[src/rtl/spc_pkg.sv]
// spc shared types and sizing for the serial-to-parallel converter.
// Optional feature macro: SPC_VALID_EN (adds dout_valid on spc).
package spc_pkg;

  localparam int SPC_OUT_W = 2;

  function automatic int spc_phase_w(input int n);
    return (n > 2) ? $clog2(n) : 1;
  endfunction

  localparam int SPC_PHASE_W = spc_phase_w(SPC_OUT_W);

  typedef logic [SPC_OUT_W-1:0] spc_sym_t;

endpackage

[src/rtl/spc_phase_cnt.sv]
// spc_phase_cnt: modulo-N bit-phase counter with enable.
// Synchronous active-low reset; o_last marks the final bit of a symbol.
module spc_phase_cnt
  import spc_pkg::*;
#(
  parameter int N  = SPC_OUT_W,
  parameter int PW = spc_phase_w(N)
) (
  input  logic          i_clk,
  input  logic          i_rst_n,
  input  logic          i_en,
  output logic [PW-1:0] o_phase,
  output logic          o_last
);

  logic [PW-1:0] r_phase;
  logic          w_last;

  assign w_last  = (r_phase == PW'(N - 1));
  assign o_phase = r_phase;
  assign o_last  = w_last;

  always_ff @(posedge i_clk) begin
    if (!i_rst_n) begin
      r_phase <= '0;
    end else if (i_en) begin
      r_phase <= w_last ? '0 : r_phase + 1'b1;
    end
  end

endmodule

[src/rtl/spc.sv]
// spc: packs OUT_W consecutive serial bits into one symbol, first bit as MSB.
// Optional feature macro: SPC_VALID_EN (one-cycle dout_valid after update).
module spc
  import spc_pkg::*;
#(
  parameter int OUT_W = SPC_OUT_W
) (
  input  logic             clk,
  input  logic             reset,
  input  logic             en,
  input  logic             din,
`ifdef SPC_VALID_EN
  output logic             dout_valid,
`endif
  output logic [OUT_W-1:0] dout
);

  localparam int PW = spc_phase_w(OUT_W);

  logic [PW-1:0]    w_phase;
  logic             w_last;
  logic             w_shift;
  logic [OUT_W-1:0] w_next;
  logic [OUT_W-2:0] r_sr;
  logic [OUT_W-1:0] r_dout;

  spc_phase_cnt #(
    .N  (OUT_W),
    .PW (PW)
  ) u_phase (
    .i_clk   (clk),
    .i_rst_n (reset),
    .i_en    (en),
    .o_phase (w_phase),
    .o_last  (w_last)
  );

  // Partial bits plus the incoming one form the candidate symbol.
  assign w_next  = {r_sr, din};
  assign w_shift = en && (int'(w_phase) < OUT_W - 1);

  always_ff @(posedge clk) begin
    if (!reset) begin
      r_sr   <= '0;
      r_dout <= '0;
    end else begin
      if (w_shift) begin
        r_sr <= w_next[OUT_W-2:0];
      end
      if (en && w_last) begin
        r_dout <= w_next;
      end
    end
  end

  assign dout = r_dout;

`ifdef SPC_VALID_EN
  logic r_valid;

  always_ff @(posedge clk) begin
    if (!reset) begin
      r_valid <= 1'b0;
    end else begin
      r_valid <= en && w_last;
    end
  end

  assign dout_valid = r_valid;
`endif

endmodule

[config.mk]
export PLATFORM = sky130hd
export DESIGN_NAME = spc
export DESIGN_NICKNAME = d
export VERILOG_FILES = /design/src/rtl/spc_pkg.sv /design/src/rtl/spc_phase_cnt.sv /design/src/rtl/spc.sv
export SDC_FILE = /design/constraint.sdc
export NUM_CORES = 1
export LEC_CHECK = 0
export CAP_MARGIN = 20
export CORE_AREA = 2 2 39 41
export CTS_CLUSTER_SIZE = 12
export DETAILED_ROUTE_END_ITERATION = 7
export DIE_AREA = 0 0 41 43
export GPL_ROUTABILITY_DRIVEN = 0
export GPL_TIMING_DRIVEN = 0
export MAX_ROUTING_LAYER = met4
export SKIP_LAST_GASP = 1
export SYNTH_ARGS = -nofsm -noshare
export SYNTH_HDL_FRONTEND = slang
export SYNTH_SLANG_ARGS = --single-unit
[constraint.sdc]
create_clock -name clk -period 1.1 [get_ports clk]
set_clock_uncertainty 0.15 [all_clocks]
set_input_delay 0.165 -clock clk [delete_from_list [all_inputs] [get_ports clk]]
set_output_delay 0.165 -clock clk [all_outputs]
set_load 0.01 [all_outputs]
# After elaboration in Yosys (flattened, before gate mapping)
# Cells that the tools add are included.
dict set report totals {
  ff_bits 4
  inputBits 4
  out_inout_bits 2
  word_cells 8
}
dict set report op_classes {
  n_addsub 1
  n_lt_le_gt_ge 1
  mux 1
  n_reduce_logical 2
}
# operator count
set op_table {}
lappend op_table {{1-bit logical AND} 2}
lappend op_table {{1-bit adder, second input constant} 1}
lappend op_table {{1-bit less-than comparator, second input constant} 1}
lappend op_table {{1-bit two-way mux} 1}

# Logic depth before layout (Yosys ltp)
# Gate-level depths: netlist of run 1.
dict set report logic_depth {
  word_depth 2
  mapped_depth 2
  mapped_depth_nobuf 2
}

# Modules after synthesis
# From an unflattened synthesis of run 1, not the netlist that was laid out.
dict set report hier_totals {
  cells_unflattened 16
  area_unflattened_um2 157.7
}
# mod instances cells_per_inst area_per_inst_um2 seq_area_each_um2
set modules_own_cells {}
lappend modules_own_cells {spc 1 12 115.1 60.1}
lappend modules_own_cells {spc_phase_cnt 1 4 42.5 20.0}

# Worst setup path after synthesis of run 1
# OpenSTA, ideal clock, no wires.
dict set report synth_timing {
  path_kind {register to register}
  from {register u_phase.r_phase, in the netlist u_phase.o_last}
  to {register u_phase.r_phase, in the netlist u_phase.o_last}
  setup_time_ps 115
  arrival_ps 568
  required_time_ps 835
  setup_slack_ps 267
  path_stages_with_launch 3
  path_buffers 0
  synth_period_minus_slack_ps 833
  path_cell_list {dfxtp_1 nor2b_1 o21a_1}
}
dict set report synth_between {
  elab_chain_cells 2
}
# element line_no
set synth_lines {}
lappend synth_lines {{from (decl)} spc_phase_cnt.sv:16} ;# logic [PW-1:0] r_phase;
lappend synth_lines {{from (signal assigned)} spc_phase_cnt.sv:27} ;# r_phase <= w_last ? '0 : r_phase + 1'b1;
lappend synth_lines {{1-bit adder} spc_phase_cnt.sv:27}
lappend synth_lines {{1-bit two-way mux (*)} spc_phase_cnt.sv:27}
# Mark *: on every way between the ends. The rest lies on a longest branch, timed or not.
# A chain may end at the register's enable or synchronous reset.

# Worst setup path after layout of run 1
dict set report layout_timing {
  from {input port en}
  to {register r_sr}
}
dict set report layout_between {
  elab_chain_cells 1
}
# element line_no
set layout_lines {}
lappend layout_lines {{from (decl)} spc.sv:10} ;# input logic en,
lappend layout_lines {{1-bit logical AND} spc.sv:40} ;# assign w_shift = en && (int'(w_phase) < OUT_W - 1);
lappend layout_lines {{to (signal assigned)} spc.sv:48} ;# r_sr <= w_next[OUT_W-2:0];
lappend layout_lines {{to (decl)} spc.sv:24} ;# logic [OUT_W-2:0] r_sr;
# No other way between the ends.

==> reports/qor.csv, run 1 <==
metric,value,unit
pin count of the biggest net entering global routing,6,
global-route wire length before repair,434,um
Mapped Area,151.4,sq um
Reg-to-Reg Start,u_phase.o_last,
DR iter-0 viols,0,
FMAX,0.9857,GHz
Worst Path Required,1110,ps
crit path cell chain,"clkdlybuf4s50_1, nor2b_2, mux2i_1",
Hold/Removal Path Class,reg -> reg,
number of core rows,14,
Worst-path clk slew,40,ps
critical path's top delay family,buffers and inverters,
Crit Path Class,in -> reg,
Combinational Power Share,8.8,%
Critical Path AT,1030,ps
Seq pwr share,41.6,%
status,"complete, no violations",
Overall Global Routing Usage,5.344,%
Mean Syn Cell Area,10.09,sq um
flop-to-flop setup slack,230,ps
vias in the first global route,119,
Area contributors post-synth,"dfxtp_1 53%, mux2i_1 20%, nand2_1 12%, nor2b_2 5.8%, o21a_1 5.0%",
initial core utilization,10.94,%
Synth cell types,6,
hold_buf cts,0,
CP Capture Type,register,
RSZ-0062 raised after global routing,no,
Worst setup SP type,input port,
Setup crit start,en,
WL per Instance,7.641,um
VDD IR max,312.9,uV
crit-path max cell delay,490,ps
Max Slew Vio Count,0,
CTS tree,done,
Synth Net Count,19,
Fin. Hold Viols,0,
Ant. Diodes,0,
synthesis-stage register bit count,4,
reg2reg end,r_sr,
initial antenna violation count,0,
worst reg2reg path depth,2,
vias,131,
cts bufs inserted,3,
Leak,0.1061,nW
minimum clock period,1014,ps
max_slew headroom,87.70,%
CTS max path bufs,2,
Die Y,43,um
"Setup violations, final",0,
Post-Synthesis Cells,15,
layout filler cell count,162,
Die W,41,um
# H-tree levels,1,
P&R area growth vs syn,54.55,%
placed cells,36,
GRT Residual Overflow,0,
Top-Level Pins,6,
crit path capture,r_sr,
worst hold slack,307.8,ps
post-synth top area cell,dfxtp_1,
total core area,0.001384,sq mm
Detail Placement HPWL,218,um
switching part of the total,21.31,%
share of layout cells above drive strength 1,26.09,%
pwr dens,1604,mW/mm^2
Final period util,92.22,%
synth warn,0,
remaining routing DRC violations,0,
Clk pwr share,49.6,%
DR pass1 iterations,1,
Worst-Margin Slew,183.9,ps
"slowest stage cell, crit path",clkdlybuf4s50_1,
Critical Path Stages,3,
sequential-to-total area share from yosys stat,52.89,%
Sink Count,4,
final setup TNS,0,ps
total of max-cap violations,0,
switching power,0.00007999,W
port buffer count,5,
CP max FO,3,
Bufs and invs on worst path,1,
final std cells w/o fill,39,
Clk Tree Root Cell,clkbuf_4,
Int Power,0.0002953,W
share of the synthesized area in the top cell type,52.89,%
routed vias/inst,3.359,
Nets,29,
DRT Wirelength,298,um
clock latency on the worst-skew pair,240,ps
overall power,0.0003753,W
die area,0.001763,sq mm
Final ANT Viol Nets,0,
registers in the layout, summed over array words and instances, names as in the netlist:
signal          flops
dout                2
r_sr                1
u_phase.o_last      1
per-layer routing:
layer	global-route usage, %	wire length (um)	vias up
met5	-	0	-
met2	4.688	131	6
met4	10.00	14	0
met3	6.283	43	2
met1	3.205	109	56
li1	-	-	67
power by group through the flow:
stage | registers [W] | clock network, W | logic [W]
2_1_floorplan | 0.000159 | 0 | 0.0000151
3_3_place_gp | 0.000158 | 0 | 0.0000350
3_5_place_dp | 0.000159 | 0 | 0.0000355
4_1_cts | 0.000156 | 0.000196 | 0.0000352
5_1_grt | 0.000157 | 0.000205 | 0.0000366
6_report | 0.000156 | 0.000186 | 0.0000330
through the flow:
step,worst slack (ps),cell area (sq um),utilization [%]
after floorplan,266.9,151.4,-
after global placement,-140.1,221.5,16.00
after detailed placement,-163.7,221.5,16.00
after CTS,-0.6335,246.5,17.81
after global routing,60.51,234.0,16.91
final,85.53,234.0,16.91
worst min path at each step:
| stage | cells after the start | to | slack [ps] | start |
|---|---|---|---|---|
| 6_report | 2 | dout[0] | 310 | dout[0] |
| 5_1_grt | 2 | dout[0] | 330 | dout[0] |
| 4_1_cts | 2 | dout[0] | 320 | dout[0] |
| 3_5_place_dp | 2 | dout[0] | 310 | dout[0] |
| 3_3_place_gp | 2 | dout[0] | 300 | dout[0] |
| 2_1_floorplan | 1 | u_phase.o_last | 130 | reset |
cell type report:
cell class              instances  area, sq um  area share (%)
flip-flops and latches          4        80.08           34.22
multi-input cells              11        71.32           30.48
repair buffers                  5        40.04           17.11
clock buffers                   3        22.52           9.626
well taps                      16        20.02           8.556
cell usage in the layout, fill, tap and decap left out:
| cell | count |
|---|---|
| buf_2 | 2 |
| clkbuf_4 | 3 |
| clkdlybuf4s50_1 | 3 |
| dfxtp_1 | 4 |
| mux2i_1 | 3 |
| nand2_1 | 5 |
| nor2b_1 | 1 |
| nor2b_2 | 1 |
| o21a_1 | 1 |
logic make-up (layout without fill, tap and decap cells):
family,count (synthesis),in the layout,share of synthesized area (%)
AND/OR/NAND/NOR,7,7,22.32
multiplexers,3,3,19.84
AO/OA/AOI/OAI,1,1,4.961
flip-flops,4,4,52.89
buffers and inverters,0,8,0
Yosys cell counts:
cell type	number
mux2i_1	3
o21a_1	1
dfxtp_1	4
nand2_1	5
nor2b_2	1
nor2b_1	1
what timing repair did:
action,CTS,global route
setup buffers,0,0
resized for setup,6,2
endpoints found under the setup margin,2,2
cloned,0,0
worst min-delay path: stages, from the launching register on:
cell     delay (ps)
dfxtp_1         300
nand2_1          50
mux2i_1          60
Note: power is estimated with default switching activity, not from simulation.
==> run 2: changes to the inputs <==
ABC_CLOCK_PERIOD_IN_PS = 1100   (was default)
PLACE_DENSITY = 0.3   (was default)
==> reports/qor.csv, run 2 (synthesized netlist as in run 1, its figures left out) <==
metric,value,unit,change
Final ANT Viol Nets,0,,unchanged
WL per Instance,8.077,um,was 7.641 um
Fin. Hold Viols,0,,unchanged
number of flip-flops in the largest register,2,,unchanged
Critical Path AT,1030,ps,about the same
Clk pwr share,48.4,%,was 49.6%
GRT Residual Overflow,0,,unchanged
die area,0.001763,sq mm,unchanged
Int Power,0.0002950,W,was 0.0002953 W
pin count of the biggest net entering global routing,6,,unchanged
total of max-cap violations,0,,unchanged
CTS tree,done,,unchanged
cells resized by post-CTS repair,6,,unchanged
most frequent cells in the layout,"5 x nand2_1, 4 x dfxtp_1, 3 x mux2i_1, 3 x clkbuf_4, 3 x clkdlybuf4s50_1",,unchanged
initial core utilization,10.94,%,unchanged
P&R area growth vs syn,54.55,%,unchanged
Seq pwr share,42.5,%,was 41.6%
Combinational Power Share,9.1,%,was 8.8%
Post-CTS Setup Bufs,0,,unchanged
Worst-Margin Slew,191.1,ps,was 183.9 ps
Worst setup SP type,input port,,unchanged
Clk Tree Root Cell,clkbuf_4,,unchanged
Bufs and invs on worst path,1,,unchanged
Die Y,43,um,unchanged
Max Slew Vio Count,0,,unchanged
Hold Path End,dout[0],,unchanged
vias in the first global route,119,,unchanged
worst reg2reg path depth,2,,unchanged
Worst Path Required,1110,ps,about the same
share of layout cells above drive strength 1,26.09,%,unchanged
Top-Level Pins,6,,unchanged
DRT Wirelength,315,um,was 298 um
flop-to-flop setup slack,220,ps,was 230 ps
global-route wire length before repair,441,um,was 434 um
switching part of the total,19.90,%,was 21.31%
CTS max path bufs,2,,unchanged
DR pass1 iterations,1,,unchanged
CP max FO,3,,unchanged
status,"complete, no violations",,unchanged
clock latency on the worst-skew pair,230,ps,was 240 ps
total core area,0.001384,sq mm,unchanged
Final period util,93.29,%,was 92.22%
reg2reg end,r_sr,,unchanged
CP Capture Type,register,,unchanged
Reg-to-Reg Start,u_phase.o_last,,unchanged
pwr dens,1574,mW/mm^2,was 1604 mW/mm^2
routed vias/inst,3.282,,was 3.359
Hold/Removal Path Class,reg -> reg,,unchanged
port buffer count,5,,unchanged
vias,128,,was 131
# H-tree levels,1,,unchanged
remaining routing DRC violations,0,,unchanged
Sink Count,4,,unchanged
VDD IR max,623.6,uV,was 312.9 uV
"Setup violations, final",0,,unchanged
placed inst area,221.5,sq um,unchanged
worst hold slack,303.8,ps,was 307.8 ps
switching power,0.00007329,W,was 0.00007999 W
critical path's top delay family,buffers and inverters,,unchanged
number of core rows,14,,unchanged
initial antenna violation count,0,,unchanged
Ant. Diodes,0,,unchanged
FMAX,0.9745,GHz,was 0.9857 GHz
worst hold path depth,2,,unchanged
RSZ-0062 raised after global routing,no,,unchanged
"commonest non-fill, non-tap cell in the layout",nand2_1,,unchanged
cts bufs inserted,3,,unchanged
Worst-path clk slew,40,ps,about the same
max_slew headroom,87.22,%,was 87.70%
layout filler cell count,159,,was 162
Leak,0.1061,nW,unchanged
hold_buf cts,0,,unchanged
crit-path max cell delay,490,ps,about the same
Die W,41,um,unchanged
Nets,29,,unchanged
crit path cell chain,"clkdlybuf4s50_1, nor2b_2, mux2i_1",,unchanged
Post-Layout Inst Area,234.0,sq um,unchanged
Hold Crit Start,dout[0],,unchanged
DR iter-0 viols,0,,unchanged
minimum clock period,1026,ps,was 1014 ps
Overall Global Routing Usage,4.630,%,was 5.344%
"slowest stage cell, crit path",clkdlybuf4s50_1,,unchanged
Crit Path Class,in -> reg,,unchanged
[run 2: cell counts in the layout (fill, tap and decap cells not counted)]
No cell type changed its count.
[run 2: power groups by stage]
| stage | Sequential [W] | Clock [W] | Combinational, W |
|---|---|---|---|
| after detailed placement | 0.000159 | 0 | 0.0000356 |
| after global placement | 0.000159 | 0 | 0.0000356 |
| after floorplan | 0.000159 | 0 | 0.0000151 |
| final | 0.000157 | 0.000178 | 0.0000333 |
| after CTS | 0.000157 | 0.000189 | 0.0000353 |
| after global routing | 0.000158 | 0.000199 | 0.0000364 |
[run 2: through the flow]
| stage | total power, W | std cells | utilization, % | setup slack (ps) | setup TNS, ps |
|---|---|---|---|---|---|
| final | 0.0003683 | 39 | 16.91 | 73.79 | 0 |
| after CTS | 0.0003812 | 39 | 17.81 | -6.047 | -6.047 |
| after global placement | 0.0001942 | 36 | 16.00 | -169.8 | -565.7 |
| after floorplan | 0.0001744 | 15 | - | 266.9 | 0 |
| after detailed placement | 0.0001944 | 36 | 16.00 | -177.3 | -568.9 |
| after global routing | 0.0003930 | 39 | 16.91 | 9.685 | 0 |
[run 2: per-layer routing]
| layer | vias to the layer above | share of wire [%] | track usage [%] |
|---|---|---|---|
| li1 | 66 | - | - |
| met1 | 54 | 40 | 4.180 |
| met4 | 0 | 0 | 2.000 |
| met3 | 0 | 21 | 8.377 |
| met2 | 8 | 39 | 4.063 |
| met5 | - | 0 | - |
[run 2: area by class of cell]
| class | count | area [sq um] | share of cell area [%] |
|---|---|---|---|
| Tap cell | 16 | 20.02 | 8.556 |
| Timing Repair Buffer | 5 | 40.04 | 17.11 |
| Multi-Input combinational cell | 11 | 71.32 | 30.48 |
| Clock buffer | 3 | 22.52 | 9.626 |
| Sequential cell | 4 | 80.08 | 34.22 |
[run 2: how the worst max path moves through the flow]
stage                   startpoint        endpoint  cells after the start
floorplan           u_phase.o_last  u_phase.o_last                      2
global placement                en            r_sr                      3
detailed placement              en            r_sr                      3
CTS                        dout[1]         dout[1]                      1
global route                    en            r_sr                      3
finish                          en            r_sr                      3
[run 2: worst reg2reg max path: cells and delay by family (launching register included)]
family	cells	cell delay (ps)
flops	1	310
mux	1	200
simple gates	1	140
==> run 3: changes to the inputs <==
ABC_CLOCK_PERIOD_IN_PS = 1300   (was 1100)
GPL_TIMING_DRIVEN = 1   (was 0)
SLEW_MARGIN = 10   (was default)
clock period = 1.3 ns   (was 1.1 ns; I/O delays follow)
==> reports/qor.csv, run 3 (synthesized netlist as in run 1, its figures left out) <==
metric,value,unit,change
status,"complete, no violations",,unchanged
routed vias/inst,3.410,,was 3.282
Seq pwr share,42.8,%,was 42.5%
Final ANT Viol Nets,0,,unchanged
Top-Level Pins,6,,unchanged
critical path's top delay family,flip-flops,,was buffers and inverters
Overall Global Routing Usage,4.733,%,was 4.630%
Critical Path AT,820,ps,was 1030 ps
max_slew headroom,88.30,%,was 87.22%
Crit Path Class,reg -> out,,was in -> reg
switching power,0.00006009,W,was 0.00007329 W
FMAX,0.8604,GHz,
# H-tree levels,1,,unchanged
pin count of the biggest net entering global routing,6,,unchanged
GRT Residual Overflow,0,,unchanged
number of core rows,14,,unchanged
Combinational Power Share,9.2,%,was 9.1%
Nets,29,,unchanged
total core area,0.001384,sq mm,unchanged
hold_buf cts,0,,unchanged
initial core utilization,10.94,%,unchanged
WL per Instance,7.641,um,was 8.077 um
Hold/Removal Path Class,reg -> reg,,unchanged
Detail Placement HPWL,224.4,um,
Fin. Hold Viols,0,,unchanged
crit path cell chain,dlygate4sd2_1,,"was clkdlybuf4s50_1, nor2b_2, mux2i_1"
clock latency on the worst-skew pair,230,ps,about the same
DR pass1 iterations,4,,was 1
Sink Count,4,,unchanged
port buffer count,5,,unchanged
P&R area growth vs syn,59.50,%,was 54.55%
Int Power,0.0002499,W,was 0.0002950 W
vias,133,,was 128
vias in the first global route,111,,was 119
total of max-cap violations,0,,unchanged
Max Slew Vio Count,0,,unchanged
remaining routing DRC violations,0,,unchanged
minimum clock period,1162,ps,
Worst-Margin Slew,175.0,ps,was 191.1 ps
Bufs and invs on worst path,1,,unchanged
pwr dens,1284,mW/mm^2,was 1574 mW/mm^2
cts bufs inserted,3,,unchanged
CTS tree,done,,unchanged
Worst-path clk slew,40,ps,about the same
crit-path max cell delay,320,ps,was 490 ps
Post-Place Worst Slack,-9.124,ps,was -177.3 ps
"commonest non-fill, non-tap cell in the layout",nand2_1,,unchanged
Leak,0.1112,nW,was 0.1061 nW
Worst Path Required,950,ps,was 1110 ps
VDD IR max,343.8,uV,was 623.6 uV
Clk Tree Root Cell,clkbuf_4,,unchanged
worst setup margin,137.8,ps,was 73.79 ps
Clk pwr share,48.1,%,was 48.4%
overall power,0.0003100,W,was 0.0003683 W
global-route wire length before repair,448,um,was 441 um
Post-Layout Inst Area,241.5,sq um,was 234.0 sq um
Die Y,43,um,unchanged
CP Capture Type,primary output,,was register
number of flip-flops in the largest register,2,,unchanged
"Setup violations, final",0,,unchanged
RSZ-0062 raised after global routing,no,,unchanged
Ant. Diodes,0,,unchanged
most frequent cells in the layout,"5 x nand2_1, 4 x dfxtp_1, 3 x mux2i_1, 3 x clkbuf_4, 3 x clkdlybuf4s50_1",,unchanged
worst hold slack,306.6,ps,was 303.8 ps
Final period util,89.40,%,
DR iter-0 viols,5,,was 0
Worst setup SP type,register,,was input port
die area,0.001763,sq mm,unchanged
placed inst area,221.5,sq um,unchanged
DRT Wirelength,298,um,was 315 um
initial antenna violation count,0,,unchanged
CTS max path bufs,2,,unchanged
Die W,41,um,unchanged
CP max FO,2,,was 3
switching part of the total,19.38,%,was 19.90%
"slowest stage cell, crit path",dfxtp_1,,was clkdlybuf4s50_1
fin util,17.45,%,was 16.91%
share of layout cells above drive strength 1,17.39,%,was 26.09%
## run 3: path summary, 6_finish.rpt
check            startpoint       to  slack [ps]  cells after the start
max                 dout[1]  dout[1]         140                      1
min                 dout[0]  dout[0]         310                      2
max reg2reg  u_phase.o_last     r_sr         400                      2
min reg2reg         dout[0]  dout[0]         310                      2
## run 3: per-layer routing
layer,GRT usage [%],vias up,routed length (um)
met5,-,-,0
met4,4.000,0,0
met3,6.806,0,39
met2,3.750,4,111
met1,4.823,63,147
li1,-,66,-
## run 3: through the flow
step,setup TNS (ps),std cells
after floorplan,0,15
final,0,39
after detailed placement,-9.124,36
after global routing,0,39
after CTS,0,39
after global placement,-0.5346,36
## run 3: power groups by stage
stage	Combinational (W)	Clock (W)	Sequential, W
6_report	0.0000284	0.000149	0.000133
5_1_grt	0.0000310	0.000170	0.000133
4_1_cts	0.0000287	0.000160	0.000133
3_5_place_dp	0.0000297	0	0.000134
3_3_place_gp	0.0000301	0	0.000134
2_1_floorplan	0.0000128	0	0.000135
## run 3: repair_timing
item	CTS	global route
gates resized for setup	2	0
endpoints found under the setup margin	2	0
setup buffers	0	0
## run 3: area by class of cell
cell class,instances,area (sq um)
Sequential cell,4,80.08
Multi-Input combinational cell,11,71.32
Tap cell,16,20.02
Fill cell,158,1142
Clock buffer,3,22.52
Timing Repair Buffer,5,47.55
